$ cat src/rtl/cutie_tcdm_arbiter_if.sv
// Bus bundle for cutie_tcdm_arbiter: NUM_PORTS requester TCDM ports plus the shared memory port.
// The slave modport is the arbiter's view; master is the view of whoever drives the requesters.
interface cutie_tcdm_arbiter_if #(
  parameter int unsigned NUM_PORTS = 4
);

  typedef struct packed {
    logic        req;
    logic [31:0] add;
    logic        wen;
    logic [31:0] wdata;
    logic [3:0]  be;
  } tcdm_req_t;

  typedef struct packed {
    logic        gnt;
    logic        r_valid;
    logic [31:0] r_rdata;
    logic        r_opc;
  } tcdm_rsp_t;

  tcdm_req_t slv_req_i [NUM_PORTS];
  tcdm_rsp_t slv_rsp_o [NUM_PORTS];
  tcdm_req_t mst_req_o;
  tcdm_rsp_t mst_rsp_i;

  modport slave (
    input  slv_req_i,
    output slv_rsp_o,
    output mst_req_o,
    input  mst_rsp_i
  );

  modport master (
    output slv_req_i,
    input  slv_rsp_o,
    input  mst_req_o,
    output mst_rsp_i
  );

endinterface

$ cat src/rtl/cutie_tcdm_arbiter.sv
// N-to-1 TCDM arbiter with an in-order ID FIFO that routes responses back to their requesters.
// Define CUTIE_TCDM_ARB_RR_EN for round-robin arbitration; otherwise fixed priority (lowest wins).
module cutie_tcdm_arbiter #(
  parameter int unsigned NUM_PORTS       = 4,
  parameter int unsigned MAX_OUTSTANDING = 4
) (
  input  logic                 clk_i,
  input  logic                 rst_i,
  cutie_tcdm_arbiter_if.slave  bus,
  output logic                 busy_o,
  output logic                 err_o
);

  localparam int unsigned IdxW = $clog2(NUM_PORTS);
  localparam int unsigned PtrW = (MAX_OUTSTANDING > 1) ? $clog2(MAX_OUTSTANDING) : 1;
  localparam int unsigned CntW = $clog2(MAX_OUTSTANDING + 1);

  logic [NUM_PORTS-1:0] req_vec;

  logic            arb_valid;
  logic [IdxW-1:0] arb_idx;
  logic            lock_hit;
  logic            sel_valid;
  logic [IdxW-1:0] sel_idx;

  logic            fifo_full;
  logic            fifo_empty;
  logic            mst_req_valid;
  logic            handshake;
  logic            push;
  logic            pop;
  logic            stray_rsp;
  logic [IdxW-1:0] head_idx;

  logic [IdxW-1:0] id_mem_q [MAX_OUTSTANDING];
  logic [PtrW-1:0] wr_ptr_q, rd_ptr_q;
  logic [CntW-1:0] count_q, count_d;
  logic            lock_q;
  logic [IdxW-1:0] lock_idx_q;
  logic            err_q;

  function automatic logic [PtrW-1:0] ptr_next(input logic [PtrW-1:0] ptr);
    return (ptr == PtrW'(MAX_OUTSTANDING - 1)) ? '0 : ptr + PtrW'(1);
  endfunction

  always_comb begin
    req_vec = '0;
    for (int unsigned p = 0; p < NUM_PORTS; p++) begin
      req_vec[p] = bus.slv_req_i[p].req;
    end
  end

`ifdef CUTIE_TCDM_ARB_RR_EN
  logic [IdxW-1:0] prio_q;
  logic [IdxW:0]   rr_cand;

  // Scan NUM_PORTS candidates starting at the pointer, wrapping at NUM_PORTS.
  always_comb begin
    arb_valid = 1'b0;
    arb_idx   = '0;
    rr_cand   = '0;
    for (int unsigned i = 0; i < NUM_PORTS; i++) begin
      rr_cand = {1'b0, prio_q} + (IdxW + 1)'(i);
      if (rr_cand >= (IdxW + 1)'(NUM_PORTS)) begin
        rr_cand = rr_cand - (IdxW + 1)'(NUM_PORTS);
      end
      if (!arb_valid && req_vec[rr_cand[IdxW-1:0]]) begin
        arb_valid = 1'b1;
        arb_idx   = rr_cand[IdxW-1:0];
      end
    end
  end

  always_ff @(posedge clk_i) begin
    if (rst_i) begin
      prio_q <= '0;
    end else if (handshake) begin
      prio_q <= (sel_idx == IdxW'(NUM_PORTS - 1)) ? '0 : sel_idx + IdxW'(1);
    end
  end
`else
  always_comb begin
    arb_valid = 1'b0;
    arb_idx   = '0;
    for (int i = int'(NUM_PORTS) - 1; i >= 0; i--) begin
      if (req_vec[i]) begin
        arb_valid = 1'b1;
        arb_idx   = IdxW'(i);
      end
    end
  end
`endif

  // A port that saw req without gnt keeps the bus until its handshake (or until it drops req).
  assign lock_hit  = lock_q && req_vec[lock_idx_q];
  assign sel_valid = lock_hit || arb_valid;
  assign sel_idx   = lock_hit ? lock_idx_q : arb_idx;

  assign fifo_full     = (count_q == CntW'(MAX_OUTSTANDING));
  assign fifo_empty    = (count_q == '0);
  assign mst_req_valid = sel_valid && !fifo_full;
  assign handshake     = mst_req_valid && bus.mst_rsp_i.gnt;
  assign push          = handshake;
  assign pop           = bus.mst_rsp_i.r_valid && !fifo_empty;
  assign stray_rsp     = bus.mst_rsp_i.r_valid && fifo_empty;
  assign head_idx      = id_mem_q[rd_ptr_q];

  always_comb begin
    bus.mst_req_o     = bus.slv_req_i[sel_idx];
    bus.mst_req_o.req = mst_req_valid;
  end

  // Read data and opc are broadcast; only gnt and r_valid are steered.
  always_comb begin
    for (int unsigned p = 0; p < NUM_PORTS; p++) begin
      bus.slv_rsp_o[p]         = bus.mst_rsp_i;
      bus.slv_rsp_o[p].gnt     = handshake && (sel_idx == IdxW'(p));
      bus.slv_rsp_o[p].r_valid = pop && (head_idx == IdxW'(p));
    end
  end

  always_comb begin
    count_d = count_q;
    case ({push, pop})
      2'b10:   count_d = count_q + CntW'(1);
      2'b01:   count_d = count_q - CntW'(1);
      default: count_d = count_q;
    endcase
  end

  always_ff @(posedge clk_i) begin
    if (push) begin
      id_mem_q[wr_ptr_q] <= sel_idx;
    end
  end

  always_ff @(posedge clk_i) begin
    if (rst_i) begin
      wr_ptr_q   <= '0;
      rd_ptr_q   <= '0;
      count_q    <= '0;
      lock_q     <= 1'b0;
      lock_idx_q <= '0;
      err_q      <= 1'b0;
    end else begin
      count_q <= count_d;
      if (push) begin
        wr_ptr_q <= ptr_next(wr_ptr_q);
      end
      if (pop) begin
        rd_ptr_q <= ptr_next(rd_ptr_q);
      end
      if (handshake) begin
        lock_q <= 1'b0;
      end else if (mst_req_valid) begin
        lock_q     <= 1'b1;
        lock_idx_q <= sel_idx;
      end else if (lock_q && !lock_hit) begin
        lock_q <= 1'b0;
      end
      if (stray_rsp) begin
        err_q <= 1'b1;
      end
    end
  end

  assign busy_o = !fifo_empty;
  assign err_o  = err_q;

endmodule

$ cat src/flat_wrapper.sv
// flat-port wrapper written by rule: the top's interface ports become plain ports
module cutie_tcdm_arbiter_flat 
#(
  parameter int unsigned NUM_PORTS       = 4,
  parameter int unsigned MAX_OUTSTANDING = 4
)
  (clk_i, rst_i, busy_o, err_o, bus_slv_req_i, bus_slv_rsp_o, bus_mst_req_o, bus_mst_rsp_i);
  cutie_tcdm_arbiter_if #(.NUM_PORTS(NUM_PORTS)) bus_i ();
  input  logic clk_i;
  input  logic rst_i;
  output logic busy_o;
  output logic err_o;
  input wire logic [$bits(bus_i.slv_req_i)-1:0] bus_slv_req_i;
  output wire logic [$bits(bus_i.slv_rsp_o)-1:0] bus_slv_rsp_o;
  output wire logic [$bits(bus_i.mst_req_o)-1:0] bus_mst_req_o;
  input wire logic [$bits(bus_i.mst_rsp_i)-1:0] bus_mst_rsp_i;
  assign bus_i.slv_req_i = {>>{bus_slv_req_i}};
  assign bus_slv_rsp_o = {>>{bus_i.slv_rsp_o}};
  assign bus_mst_req_o = bus_i.mst_req_o;
  assign bus_i.mst_rsp_i = bus_mst_rsp_i;
  cutie_tcdm_arbiter #(.NUM_PORTS(NUM_PORTS), .MAX_OUTSTANDING(MAX_OUTSTANDING)) u_core (.clk_i(clk_i), .rst_i(rst_i), .bus(bus_i), .busy_o(busy_o), .err_o(err_o));
endmodule
$ cat config.mk
export PLATFORM = sky130hd
export DESIGN_NAME = cutie_tcdm_arbiter_flat
export DESIGN_NICKNAME = d
export VERILOG_FILES = /design/src/rtl/cutie_tcdm_arbiter_if.sv /design/src/rtl/cutie_tcdm_arbiter.sv /design/src/flat_wrapper.sv
export SDC_FILE = /design/constraint.sdc
export NUM_CORES = 1
export LEC_CHECK = 0
export CORE_AREA = 2 2 205 207
export DETAILED_ROUTE_END_ITERATION = 10
export DIE_AREA = 0 0 207 209
export GPL_ROUTABILITY_DRIVEN = 0
export PLACE_DENSITY = 0.4
export SLEW_MARGIN = 20
export SYNTH_ARGS = -nofsm -noshare
export SYNTH_HDL_FRONTEND = slang
export SYNTH_SLANG_ARGS = --single-unit
$ cat constraint.sdc
create_clock -name clk_i -period 4.75 [get_ports clk_i]
set_input_delay 0.95 -clock clk_i [delete_from_list [all_inputs] [get_ports clk_i]]
set_output_delay 0.95 -clock clk_i [all_outputs]
set_load 0.02 [all_outputs]
# Yosys cells after proc, flatten, opt, wreduce, memory -nomap -nowiden
# Memory sizes are Yosys's and may differ from the RTL's. A register that Yosys moved wholly into a read port is not among the register bits.
# Index checks and enable logic that the tools add are counted.
[totals]
memories = 1
regBits = 11
ramBits = 8
elab_cells = 74
out_inout_bits = 212
[op_classes]
eq_ne = 11
add_sub_neg = 4
n_reduce_logical = 25
n_mux = 23
n_bitwise = 2
n_lt_le_gt_ge = 2
[mem_list]
columns = ["name", "words", "word_bits", "rd", "rd_ports_with_merged_regs", "wr", "line_no", "source"]
rows = [
  ["u_core.id_mem_q", 4, 2, 1, 1, 1, "cutie_tcdm_arbiter.sv:35", "logic [IdxW-1:0] id_mem_q [MAX_OUTSTANDING];"],
]
[ops]
columns = ["cell", "count"]
rows = [
  ["$bmux 70 s2", 1],
  ["$mux 69", 2],
  ["$mux 2", 9],
  ["$eq 2x2->1 const B", 7],
  ["$logic_and 1x1->1", 14],
  ["$mux 1", 9],
  ["$eq 2x1->1 const B", 3],
  ["$pmux 3 s2", 1],
  ["$add 2x1->2 const B", 2],
  ["$logic_not 2->1", 2],
  ["$reduce_bool 2->1", 2],
  ["$add 3x1->3 const B", 1],
  ["$eq 3x3->1 const B", 1],
  ["$ge 3x3->1 const B", 1],
  ["$logic_not 1->1", 3],
  ["$logic_not 3->1", 1],
  ["$lt 2x3->1 const B", 1],
  ["$not 2->3", 1],
  ["$sub 3x1->3 const B", 1],
  ["$bmux 1 s2", 1],
  ["$reduce_and 2->1", 1],
  ["$reduce_or 2->1", 1],
  ["$logic_or 1x1->1", 1],
  ["$not 1->1", 1],
]

# Logic depth before layout (Yosys ltp)
# Gate-level depths: netlist (run 1).
[logic_depth]
depth_word = 9
mapped_depth = 10

# Worst setup path after synthesis (run 1)
# OpenSTA, ideal clock, no wires.
[synth_path]
kind = "in2out"
startpoint = "in bus_slv_req_i[69]"
endpoint = "out bus_slv_rsp_o[69]"
arrival_time_ns = 2.502
path_slack_ns = 1.298
path_stages = 8
cell_sequence = "nor2b_1 -> o221ai_2 -> and2_1 -> buf_6 -> inv_4 -> buf_6 -> buf_4 -> nor3b_1"
[synth_lines]
columns = ["item", "line_no", "source"]
rows = [
  ["from (decl)", "flat_wrapper.sv:13", "input wire logic [$bits(bus_i.slv_req_i)-1:0] bus_slv_req_i;"],
  ["$mux 2 (4 in a row)", "cutie_tcdm_arbiter.sv:86", "if (req_vec[i]) begin"],
  ["$mux 2 *", "cutie_tcdm_arbiter.sv:97", "assign sel_idx = lock_hit ? lock_idx_q : arb_idx;"],
  ["via u_core.sel_idx[0]", "cutie_tcdm_arbiter.sv:24", "logic [IdxW-1:0] sel_idx;"],
  ["$eq 2x2->1 *", "cutie_tcdm_arbiter.sv:117", "bus.slv_rsp_o[p].gnt = handshake && (sel_idx == IdxW'(p));"],
  ["$logic_and 1x1->1 *", "cutie_tcdm_arbiter.sv:117", ""],
  ["to (decl)", "flat_wrapper.sv:14", "output wire logic [$bits(bus_i.slv_rsp_o)-1:0] bus_slv_rsp_o;"],
]
# The timed path passes the listed nets; every way through them passes the cells marked *. The select of a mux whose other input is x is not followed.

# Final worst setup path (run 1)
[layout_path]
startpoint = "in bus_slv_req_i[139]"
endpoint = "out bus_mst_req_o[53]"
[layout_via]
elab_chain_len = 8
[layout_rtl]
columns = ["item", "line_no", "source"]
rows = [
  ["$bmux 1 s2 / $mux 2 (equally long branches)", "cutie_tcdm_arbiter.sv:95, cutie_tcdm_arbiter.sv:86", ""],
  ["$mux 1 (not written as such) / $mux 2 (equally long branches)", "cutie_tcdm_arbiter.sv:95, cutie_tcdm_arbiter.sv:86", ""],
  ["$logic_and 1x1->1 / $mux 2 (equally long branches)", "cutie_tcdm_arbiter.sv:95, cutie_tcdm_arbiter.sv:86", ""],
  ["$mux 2 *", "cutie_tcdm_arbiter.sv:97", ""],
  ["$not 2->3 (not written as such) *", "cutie_tcdm_arbiter.sv:109", "bus.mst_req_o = bus.slv_req_i[sel_idx];"],
  ["$bmux 70 s2 *", "cutie_tcdm_arbiter.sv:109", ""],
  ["$mux 69 (not written as such) * (2 in a row)", "cutie_tcdm_arbiter.sv:109", ""],
  ["to (decl)", "flat_wrapper.sv:15", "output wire logic [$bits(bus_i.mst_req_o)-1:0] bus_mst_req_o;"],
]
# Every way passes the cells marked *; elsewhere a longest branch is shown, timed or not. The select of a mux whose other input is x is not followed.

==> qor.txt, run 1 <==
IO Pins - 529
CTS max path bufs - 2
number of global-route vias before repair - 5447
area of the mapped netlist - 4310 um^2
num rows - 75
placed insts - 1371
Rel. slew slack - 69.2%
overall routing resource usage - 10.1%
Worst path slowest cell - clkdlybuf4s50_1
Clock Tree Root - clkbuf_16
clk sink count - 21
synthesized area per cell - 6.79 um^2
Clock Latency Late Sink - 0.25 ns
Leak - 2.84 nW
Synth top cells by count - nand2_1, buf_4, and3_1
Final Cycle Share - 97.8%
minimum clock period after layout - 4.64 ns
Final Routed Wirelength - 23800 um
crit-path cells - clkdlybuf4s50_1 -> mux2i_1 -> o221ai_4 -> and2_4 -> inv_4 -> buf_12 -> buf_12 -> a211oi_1 -> a31oi_1 -> clkdlybuf4s50_1
Non-Filler Instances - 1377
Mapped Cells - 635
Final setup viols - 0
logic gate share of total power - 72.7%
Startpoint Class - input pin
layout cells sized above 1 - 6.34%
Crit path buffers/inverters - 5
ys async rst share - 0%
endpoint class of the critical path - primary output
core area - 41300 um^2
DRT antenna net count - 0
mean number of vias per cell - 3.85
kind of critical path - input pin to primary output
initial antenna violation count - 2
Pint - 928 uW
count leader, synth - nand2_1
final hold viol count - 0
worst-path fanout max - 32
cell area after layout - 7750 um^2
htree depth - 1
Die Span Y - 209 um
status - completed
setup_tns - 0 ns
CP top delay family - buffers and inverters
Max Fclk - 215 MHz
sequential-to-total area share from yosys stat - 11.6%
routed len/inst - 17.3 um
Post-CTS Setup Inserts - 0
die span in x - 207 um
Sw Pwr - 627 uW
Num CTS Buffers - 3
worst vdd ir - 103 uV
CTS clk-pin slew, worst paths - 0.06 ns
Flop pwr share - 15.9%
worst-margin pin slew - 0.457 ns
PostCTS Resize Cnt - 0
Pre-antenna DRT Iters - 4
IO buf count - 363
area grow syn2layout - 79.8%
DRT iter0 DRCs - 238
FF+latch count, synth - 21
Final Max Tran Viols - 0
DRC - 0
Required @ worst endpoint - 3.80 ns
Setup WS post-layout - 0.106 ns
Cell variety after synth - 32
Max Cap Viol - 0
number of synthesized flops with an enable pin - 8
Post-CTS Hold Fix Bufs - 0
Clock Power Share - 11.4%
first-pass GRT wire length - 33600 um
Place WS - 0.0498 ns
die area - 43300 um^2
cell area after placement - 7650 um^2
largest net degree at the start of global routing - 71
Post-DP HPWL - 19000 um
Syn Nets - 959
clk_skew - 0.00465 ns
Warnings, synthesis - 0
Initial Util - 10.4%
switching part of the total - 40.3%
prevailing post-synth register cell - dfxtp_1
Cell Pwr Density - 201 nW/um^2
CP Data Arrival Time - 3.69 ns
overall power - 1.56 mW
cell taking the most area after synthesis - buf_4
CP peak stage delay - 0.65 ns
top cell type's share of synthesized area - 24.4%
via count - 5300
Final nets - 1161
GRT overflow - 0
worst min path class - register to register
CTS tree - built
ranking of synthesized cells by area - buf_4, nand2_1, and3_1
-- cells in the final DEF, fill, tap and decap left out, types with 4 or more instances in the layout --
cell,Yosys,layout
and3_1,74,74
dfxtp_1,13,13
a211oi_1,51,50
nand2_1,147,147
ha_1,6,6
clkdlybuf4s50_1,0,363
buf_4,140,12
inv_1,9,9
mux2i_1,4,4
edfxtp_1,8,8
buf_12,0,10
a211oi_2,18,19
nor3_1,7,7
a21oi_1,7,7
nor2_1,13,13
a31oi_1,69,69
-- routing by layer --
layer / vias to the layer above / global-route usage (%) / wire length [um]
met3: 34 / 3.82 / 2360
met2: 367 / 18.2 / 11500
met1: 2382 / 10.4 / 8770
met5: - / 0 / 12
met4: 2 / 4.31 / 1090
li1: 2515 / - / -
-- final timing paths --
kind,start,end,slack [ns],cells past startpoint
worst max-delay path,bus_slv_req_i[139],bus_mst_req_o[53],0.11,10
worst min-delay path,u_core.err_o,u_core.err_o,0.48,2
worst max register to register,u_core.count_q[2],u_core.count_q[2],2.17,9
worst min register to register,u_core.err_o,u_core.err_o,0.48,2
-- final cells by class --
cell class	count	area, um^2
diodes	2	5.00
clock buffers	4	78.8
fillers	4693	33500
inverters	10	40.0
multi-input cells	416	2530
flip-flops and latches	21	500
well taps	539	674
repair buffers	385	3920
-- sequential cells by signal, indices dropped and copies added, names as in the netlist, named ones only --
| signal | cells |
|---|---|
| u_core.err_o | 1 |
| u_core.id_mem_q | 8 |
| u_core.wr_ptr_q | 2 |
| u_core.rd_ptr_q | 2 |
| u_core.count_q | 3 |
| u_core.lock_q | 1 |
| u_core.lock_idx_q | 2 |
-- worst reg2reg max path: stages (launching register included) --
cell and delay (ns):
dfxtp_1 0.36, nor3b_1 0.36, nor2_1 0.20, nand2_1 0.31
ha_1 0.25, inv_1 0.06, fa_1 0.38, xor2_1 0.16
or3_1 0.31, a21oi_1 0.14
-- cells by family after synthesis --
kind of cell / Yosys count / share of synthesized area [%]
muxes: 8 / 2.50
xor gates and xnor gates: 2 / 0.407
adders and majority gates: 7 / 2.21
buffers and inverters: 198 / 30.7
AOI/OAI and AO/OA: 148 / 25.6
and+or+nand+nor: 251 / 27.0
DFF: 21 / 11.6
-- power by group through the flow --
stage | logic [mW] | registers [mW] | clock network, mW
finish | 1.13 | 0.247 | 0.177
global route | 1.22 | 0.251 | 0.192
CTS | 1.15 | 0.248 | 0.181
detailed placement | 1.14 | 0.252 | 0
global placement | 1.14 | 0.251 | 0
floorplan | 0.704 | 0.248 | 0
-- per-stage QoR --
| stage | hold WS [ns] | util (%) |
|---|---|---|
| finish | 0.483 | 18.8 |
| global route | 0.516 | 18.8 |
| CTS | 0.488 | 18.7 |
| detailed placement | 0.477 | 18.5 |
| global placement | 0.469 | 18.5 |
| floorplan | 0.447 | - |
No activity file was read; power rests on OpenSTA's default activity.
==> inputs of run 2 (changes only) <==
clock period = 5.95 ns   (was 4.75 ns; I/O delays follow)
==> run 2 against run 1 <==
Register-to-register slack better by 1.2 ns. Sequential power is 20% lower. Die area stayed put. Count of clock-buffer cells in the layout is 1 lower. Critical path depth is 2 lower. Clock power is 20% lower. Final cell count is 0.94% lower. Via count is 1.4% lower. Routed wire length is 0.49% lower. Sequential cell count stayed put. Largest cell class unchanged. Highest routed layer is now met4.
==> qor.txt, run 2 (synthesized netlist as in run 1, its figures left out) <==
first-pass GRT wire length - 34200 um
core area - 41300 um^2
Worst R2R Start - u_core.count_q[0]
commonest non-fill, non-tap cell in the layout - clkdlybuf4s50_1
Post-CTS Hold Fix Bufs - 0
worst vdd ir - 80.6 uV
DRT antenna net count - 0
Max Fclk - 188 MHz
worst min path class - register to register
minimum clock period after layout - 5.32 ns
Final setup viols - 0
clk sink count - 21
CP Data Arrival Time - 4.13 ns
worst-margin pin slew - 0.720 ns
Max Cap Viol - 0
Startpoint Class - input pin
Rel. slew slack - 52.0%
fillcell total - 4710
kind of critical path - input pin to primary output
initial antenna violation count - 0
placed insts - 1359
R2R Setup Slk - 3.40 ns
Final nets - 1149
RSZ-0062 raised after global routing - false
CTS clk-pin slew, worst paths - 0.06 ns
endpoint class of the critical path - primary output
Clock Tree Root - clkbuf_16
Leak - 2.76 nW
Final Max Tran Viols - 0
DRT iter0 DRCs - 183
Required @ worst endpoint - 4.76 ns
Final Cycle Share - 89.5%
CTS tree - built
commonest non-fill, non-tap cells in the layout - clkdlybuf4s50_1, nand2_1, and3_1
final hold viol count - 0
number of global-route vias before repair - 5346
Pre-antenna DRT Iters - 4
CP Launch Point - bus_slv_req_i[139]
largest net degree at the start of global routing - 96
Cell Pwr Density - 161 nW/um^2
Worst Setup EP - bus_mst_req_o[27]
Non-Filler Instances - 1364
mean number of vias per cell - 3.83
final core utilization - 18.4%
Biggest register - u_core.id_mem_q
routed len/inst - 17.3 um
die span in x - 207 um
die area - 43300 um^2
clk_skew - 0.00109 ns
Initial Util - 10.4%
IO Pins - 529
Clock Latency Late Sink - 0.25 ns
area grow syn2layout - 76.0%
reg2reg end - u_core.count_q[2]
Reg2Reg Depth - 9
Num CTS Buffers - 3
status - completed
num rows - 75
DRC - 0
Post-CTS Setup Inserts - 0
PostCTS Resize Cnt - 0
Post-DP HPWL - 18700 um
Hold WS - 0.474 ns
setup_tns - 0 ns
overall routing resource usage - 10.1%
Die Span Y - 209 um
top flop regs - u_core.id_mem_q x8, u_core.count_q x3
CTS max path bufs - 2
htree depth - 1
GRT overflow - 0
worst-path fanout max - 96
Final Routed Wirelength - 23600 um
number of flip-flops under the largest register name - 8
IO buf count - 363
via count - 5225
layout cells sized above 1 - 4.85%
-- run 2: cell count changes in the layout (fill, tap and decap cells not counted) --
cell      delta
a211oi_2     -1
clkbuf_1     -1
diode_2      -1
buf_12       -5
buf_4        -7
o22ai_2      -1
o22ai_1      +1
a211oi_1     +1
clkinv_2     +1
-- run 2: worst min-delay path by stage --
stage / from / end / slack [ns] / cells past startpoint
2_1_floorplan: u_core.rd_ptr_q[1] / register / 0.45 / 2
3_5_place_dp: u_core.err_o / u_core.err_o / 0.47 / 2
5_1_grt: u_core.err_o / u_core.err_o / 0.53 / 2
6_report: u_core.err_o / u_core.err_o / 0.47 / 2
3_3_place_gp: u_core.err_o / u_core.err_o / 0.46 / 2
4_1_cts: u_core.rd_ptr_q[1] / u_core.rd_ptr_q[1] / 0.48 / 2
-- run 2: critical path: stages --
cell and delay [ns]:
clkdlybuf4s50_1 0.47, mux2i_1 0.31, o22ai_1 0.18, mux2_8 0.70
buf_4 0.36, a211oi_2 0.05, a31oi_1 0.19, clkdlybuf4s50_1 0.64
-- run 2: metal layers --
metal | wire length (um) | GRT usage [%] | vias up
li1 | - | - | 2489
met1 | 9040 | 11.1 | 2370
met2 | 11900 | 18.7 | 345
met3 | 2140 | 3.34 | 21
met4 | 550 | 2.44 | 0
met5 | 0 | 0.556 | -
-- run 2: area by class of cell --
| class | count | area [um^2] | share of cell area [%] |
|---|---|---|---|
| Antenna cell | 1 | 2.50 | 0.0330 |
| Tap cell | 539 | 674 | 8.89 |
| Sequential cell | 21 | 500 | 6.60 |
| Inverter | 10 | 40.0 | 0.528 |
| Clock inverter | 1 | 5.00 | 0.0660 |
| Clock buffer | 3 | 75.1 | 0.990 |
| Multi-Input combinational cell | 416 | 2510 | 33.2 |
| Timing Repair Buffer | 373 | 3770 | 49.7 |
-- run 2: stage by stage --
| step | worst slack, ns | cell area [um^2] | power [mW] |
|---|---|---|---|
| 6_report | 0.626 | 7580 | 1.22 |
| 5_1_grt | 0.428 | 7580 | 1.30 |
| 3_5_place_dp | 0.582 | 7500 | 1.09 |
| 3_3_place_gp | 0.635 | 7500 | 1.09 |
| 2_1_floorplan | 2.02 | 4310 | 0.760 |
| 4_1_cts | 0.568 | 7580 | 1.24 |
-- run 2: power by group --
part	internal, mW	switching [mW]
registers	0.177	0.0199
clock network	0.0902	0.0505
logic	0.457	0.424
total	0.724	0.494
